**src/rtl/sincos_arb.sv**
```systemverilog
// Two-requester arbiter in front of a shared sine/cosine unit.
// Alternates ties, issues one job at a time and aborts a job whose unit never answers.
module sincos_arb #(
  parameter int TIMEOUT_CYC = 255
) (
  input  logic        clk,
  input  logic        n_rst,
  input  logic        req0_valid,
  input  logic [31:0] req0_opx,
  output logic        req0_ready,
  input  logic        req1_valid,
  input  logic [31:0] req1_opx,
  output logic        req1_ready,
  output logic        rsp0_valid,
  output logic        rsp1_valid,
  output logic [31:0] rsp_sin,
  output logic [31:0] rsp_cos,
  output logic        rsp_err,
  output logic        u_start,
  output logic [31:0] u_opx,
  input  logic        u_done,
  input  logic [31:0] u_sin,
  input  logic [31:0] u_cos,
  output logic        busy
);

  typedef enum logic [1:0] {IDLE, ISSUE, WAIT, RESP} state_t;

  // The counter is checked before it increments, so the job gets TIMEOUT_CYC WAIT cycles.
  localparam logic [7:0] LIMIT = 8'(TIMEOUT_CYC - 1);

  state_t      state;
  state_t      state_nxt;
  logic [7:0]  cnt;
  logic        last;
  logic        id;
  logic [31:0] opx_q;
  logic [31:0] sin_q;
  logic [31:0] cos_q;
  logic        err_q;
  logic        grant0;
  logic        grant1;
  logic        accept;
  logic        expire;

  // On a tie the requester not served last wins; last resets to 1 so requester 0 wins first.
  assign grant0 = req0_valid & (~req1_valid | last);
  assign grant1 = req1_valid & (~req0_valid | ~last);
  assign accept = (state == IDLE) & (grant0 | grant1);
  assign expire = (state == WAIT) & ~u_done & (cnt == LIMIT);

  always_comb begin
    state_nxt = state;
    unique case (state)
      IDLE:    if (accept) state_nxt = ISSUE;
      ISSUE:   state_nxt = WAIT;
      WAIT:    if (u_done || expire) state_nxt = RESP;
      RESP:    state_nxt = IDLE;
      default: state_nxt = IDLE;
    endcase
  end

  always_ff @(posedge clk or negedge n_rst) begin
    if (!n_rst) state <= IDLE;
    else        state <= state_nxt;
  end

  always_ff @(posedge clk or negedge n_rst) begin
    if (!n_rst) begin
      cnt   <= '0;
      last  <= 1'b1;
      id    <= 1'b0;
      opx_q <= '0;
      sin_q <= '0;
      cos_q <= '0;
      err_q <= 1'b0;
    end else begin
      unique case (state)
        IDLE: begin
          if (accept) begin
            opx_q <= grant0 ? req0_opx : req1_opx;
            id    <= grant1;
            last  <= grant1;
          end
        end
        ISSUE: cnt <= '0;
        WAIT: begin
          cnt <= cnt + 8'd1;
          // A done in the limit cycle still counts as a real result.
          if (u_done) begin
            sin_q <= u_sin;
            cos_q <= u_cos;
            err_q <= 1'b0;
          end else if (cnt == LIMIT) begin
            sin_q <= '0;
            cos_q <= '0;
            err_q <= 1'b1;
          end
        end
        default: ;
      endcase
    end
  end

  assign req0_ready = (state == IDLE) & grant0;
  assign req1_ready = (state == IDLE) & grant1;
  assign u_start    = (state == ISSUE);
  assign u_opx      = opx_q;
  assign rsp0_valid = (state == RESP) & ~id;
  assign rsp1_valid = (state == RESP) & id;
  assign rsp_sin    = sin_q;
  assign rsp_cos    = cos_q;
  assign rsp_err    = err_q;
  assign busy       = (state != IDLE);

endmodule

```
**config.mk**
```make
export PLATFORM = sky130hd
export DESIGN_NAME = sincos_arb
export DESIGN_NICKNAME = d
export VERILOG_FILES = /design/src/rtl/sincos_arb.sv
export SDC_FILE = /design/constraint.sdc
export NUM_CORES = 1
export LEC_CHECK = 0
export BUFFER_PORTS_ARGS = -buffer_cell sky130_fd_sc_hd__buf_2
export CORE_MARGIN = 1.5
export CORE_UTILIZATION = 40
export DETAILED_ROUTE_END_ITERATION = 10
export GPL_ROUTABILITY_DRIVEN = 0
export HOLD_SLACK_MARGIN = 0.03
export PLACE_DENSITY_LB_ADDON = 0.08
export SLEW_MARGIN = 20
export SYNTH_ARGS = -nofsm -noshare
export SYNTH_HDL_FRONTEND = slang
export SYNTH_SLANG_ARGS = --single-unit
```
**constraint.sdc**
```tcl
create_clock -name clk -period 1.6 [get_ports clk]
set_input_delay 0.16 -clock clk [delete_from_list [all_inputs] [get_ports clk]]
set_output_delay 0.16 -clock clk [all_outputs]
set_load 0.005 [all_outputs]
```
==> run summary <==
Routed WL -> 13060 um
Worst-margin pin slew -> 0.4764 ns
Post-Syn Instances -> 354
Initial antenna violation count -> 0
CP arrival -> 1.44 ns
Cell Pwr Density -> 1590 mW/mm2
Syn Std Cell Area -> 0.004473 mm2
Site Rows -> 38
Maximum clock insertion buffer count -> 2
Post-synth top area cell -> dfrtp_1
Largest net degree at the start of global routing -> 65
Area Growth Syn to Fin -> 56.42%
Combinational power share -> 44.9%
Gr usage total -> 21.34%
Switch share -> 35.27%
Worst slew margin -> 68.24%
Post-layout net count -> 817
RSZ-0062 raised after global routing -> true
Post-route clock period utilization -> 99.69%
Synth Net Count -> 493
CP Capture Type -> primary output
Seq/Total Area, Yosys -> 61.01%
Hold endpoint -> u_opx[22]
DIE WIDTH -> 108.7 um
Clk_lat worst skew -> 0.39 ns
Cell area after placement -> 0.005894 mm2
Post-Synth Simple-Gate Area -> 5.818%
NetSw -> 3925 uW
Top cell type's share of synthesized area -> 60.42%
Reg-to-Reg Start -> cnt[0]
Crit path launch type -> flop
Seq cells post-synth -> 109
CTS Buf Count -> 9
Final Hold Vio Count -> 0
First-pass iteration count of the detailed router -> 4
Max-cap viol count -> 0
Final Power -> 11130 uW
Top Layer Used -> met4
Final setup fails -> 0
WL met2 -> 6659 um
Post-Synth Adder-Cell Area -> 1.678%
Routed vias -> 4079
Seq pwr share -> 41.7%
Worst VDD drop -> 1.199 mV
Clock slew at reported path FFs -> 0.09 ns
R2r endpoint -> rsp_sin[29]
Worst Hold Depth -> 3
Share of layout cells above drive strength 1 -> 43.84%
Reg2reg path depth -> 8
Worst endpoint required time -> 1.44 ns
DIE AREA -> 0.01183 mm2
Most common cell after layout, fill and taps aside -> buf_2
First-pass GRT wire length -> 19190 um
Crit Path Max Fanout -> 4
Vias per cell -> 4.962
ANT nets after route -> 0
R2R setup slack -> 0.04 ns
Netlist cell types -> 34
Compound-Gate Fraction of Synth Area -> 19.30%
Tmin final -> 1.595 ns
Final Cell Area -> 0.006997 mm2
Worst Skew -> 0.008672 ns
HP Start -> req0_opx[22]
Die height -> 108.7 um
Pint -> 7202 uW
Crit Path Class -> reg -> out
Mux cell area share after synthesis -> 7.832%
CTS tree -> built
DRC Markers -> 0
# clock sinks -> 109
# IOs -> 236
Root Driver -> clkbuf_8
Largest family of logic cells by synthesized area -> compound AO/OA/AOI/OAI gates
I/O Buffers -> 235
Core ar. -> 0.01089 mm2
Met3 WL -> 886 um
XOR/XNOR share of the synthesized area -> 0.1958%
Fill cell count -> 864
Hpwl dp -> 8203 um
M1 wire length -> 5198 um
Fin. max-slew vios -> 0
Status -> completed
Type of the worst min-delay path -> in -> reg
ANT cells -> 0
Ys Warns -> 0
Leak -> 0.003770 uW
Vias in the first global route -> 3965
Remaining Overflow, GRT -> 0
Placed Cells -> 721
Fmax -> 626.9 MHz
Sum Neg Setup Slack -> 0 ns
H-tree depth -> 3
Area contributors post-synth -> dfrtp_1 (60%), a22o_1 (13%), mux2i_1 (7.8%)
Most frequent cells in the layout -> buf_2 (233), dfrtp_1 (107), dlygate4sd3_1 (72)
Wire per inst -> 15.89 um
Initial Util -> 41.08%
Fin cells -> 822
Power share of the clock group -> 13.4%
Initial drt markers -> 196
Average size of a mapped cell -> 12.64 um2
worst max-delay path, stage by stage (launching register included):
cell and delay, ns:
dfrtp_1 0.41, inv_2 0.09, ha_4 0.15, inv_4 0.04, or2_4 0.23, inv_2 0.05
buf_6 0.09
per-stage QoR:
stage / utilization [%] / hold WS (ns) / setup WS (ns)
after floorplan: - / -0.1356 / 0.02988
after detailed placement: 54.14 / 0.1512 / 0.04935
after CTS: 62.76 / 0.03071 / -0.04723
final: 64.26 / 0.04673 / 0.004891
after global placement: 54.14 / 0.1509 / 0.07435
after global routing: 64.26 / 0.03815 / -0.06517
kinds of logic after synthesis:
logic type / after synthesis
buffers and inverters: 32
DFF: 109
AOI/OAI and AO/OA: 114
muxes: 35
adders and majority gates: 6
and+or+nand+nor: 57
xor gates and xnor gates: 1
how the worst max path moves through the flow:
stage	start	end	slack, ns
after floorplan	state[0]	rsp_sin[18]	0.03
after global placement	state[1]	cnt[5]	0.07
after detailed placement	state[1]	cnt[7]	0.05
after CTS	state[1]	req0_ready	-0.05
after global routing	state[0]	req0_ready	-0.07
final	state[0]	req0_ready	0.005
metal layers:
metal / global-route usage, % / vias to the layer above
met5: 0 / -
met2: 36.97 / 172
li1: - / 1928
met3: 5.798 / 25
met1: 24.73 / 1954
met4: 9.398 / 0
repair_timing:
item                                    in CTS  in global routing
resized for setup                            8                  9
hold endpoints to repair                    97                  0
setup buffers                                4                  7
pin swaps                                    1                  3
hold buffers                                72                  0
endpoints found under the setup margin       2                 59
gates cloned                                 0                  3
final cells by class:
class,instances,area (um2),share of cell area [%]
Sequential cell,109,2730,39.02
Multi-Input combinational cell,213,1612,23.03
Tap cell,140,175.2,2.504
Timing Repair Buffer,337,2282,32.62
Inverter,8,32.53,0.4649
Clock inverter,5,37.54,0.5365
Clock buffer,10,127.6,1.824
sequential cells by signal (all words and copies together), names as in the netlist:
name,count
rsp_cos,32
rsp_sin,32
u_opx,32
cnt,8
state,2
id,1
last,1
rsp_err,1
Yosys cell counts:
cell type	count
nand4_2	1
buf_2	15
or2_2	1
a211oi_1	1
o2bb2ai_1	1
a22o_1	66
nor2b_1	1
and2_1	2
nand2_1	37
ha_1	6
o21ai_1	32
nand3_1	4
o22a_1	1
o21ai_4	2
o32a_1	1
nor2_4	1
a21oi_1	3
or2_1	1
inv_2	1
mux2i_1	35
dfstp_2	1
nand4_1	2
or3_1	2
xor2_1	1
inv_1	7
clkbuf_2	2
clkbuf_1	1
a21o_1	2
dfrtp_1	108
and3_1	1
buf_6	6
nor2_1	4
o21ai_0	4
o31ai_1	1
power groups by stage:
| stage | logic, uW | clock network, uW | registers, uW |
|---|---|---|---|
| final | 4990 | 1490 | 4640 |
| after global routing | 5490 | 1670 | 4790 |
| after CTS | 4710 | 1560 | 4610 |
| after detailed placement | 4410 | 0 | 4650 |
| after global placement | 4280 | 0 | 4660 |
| after floorplan | 2220 | 0 | 4750 |
(Power assumes the default switching activity.)
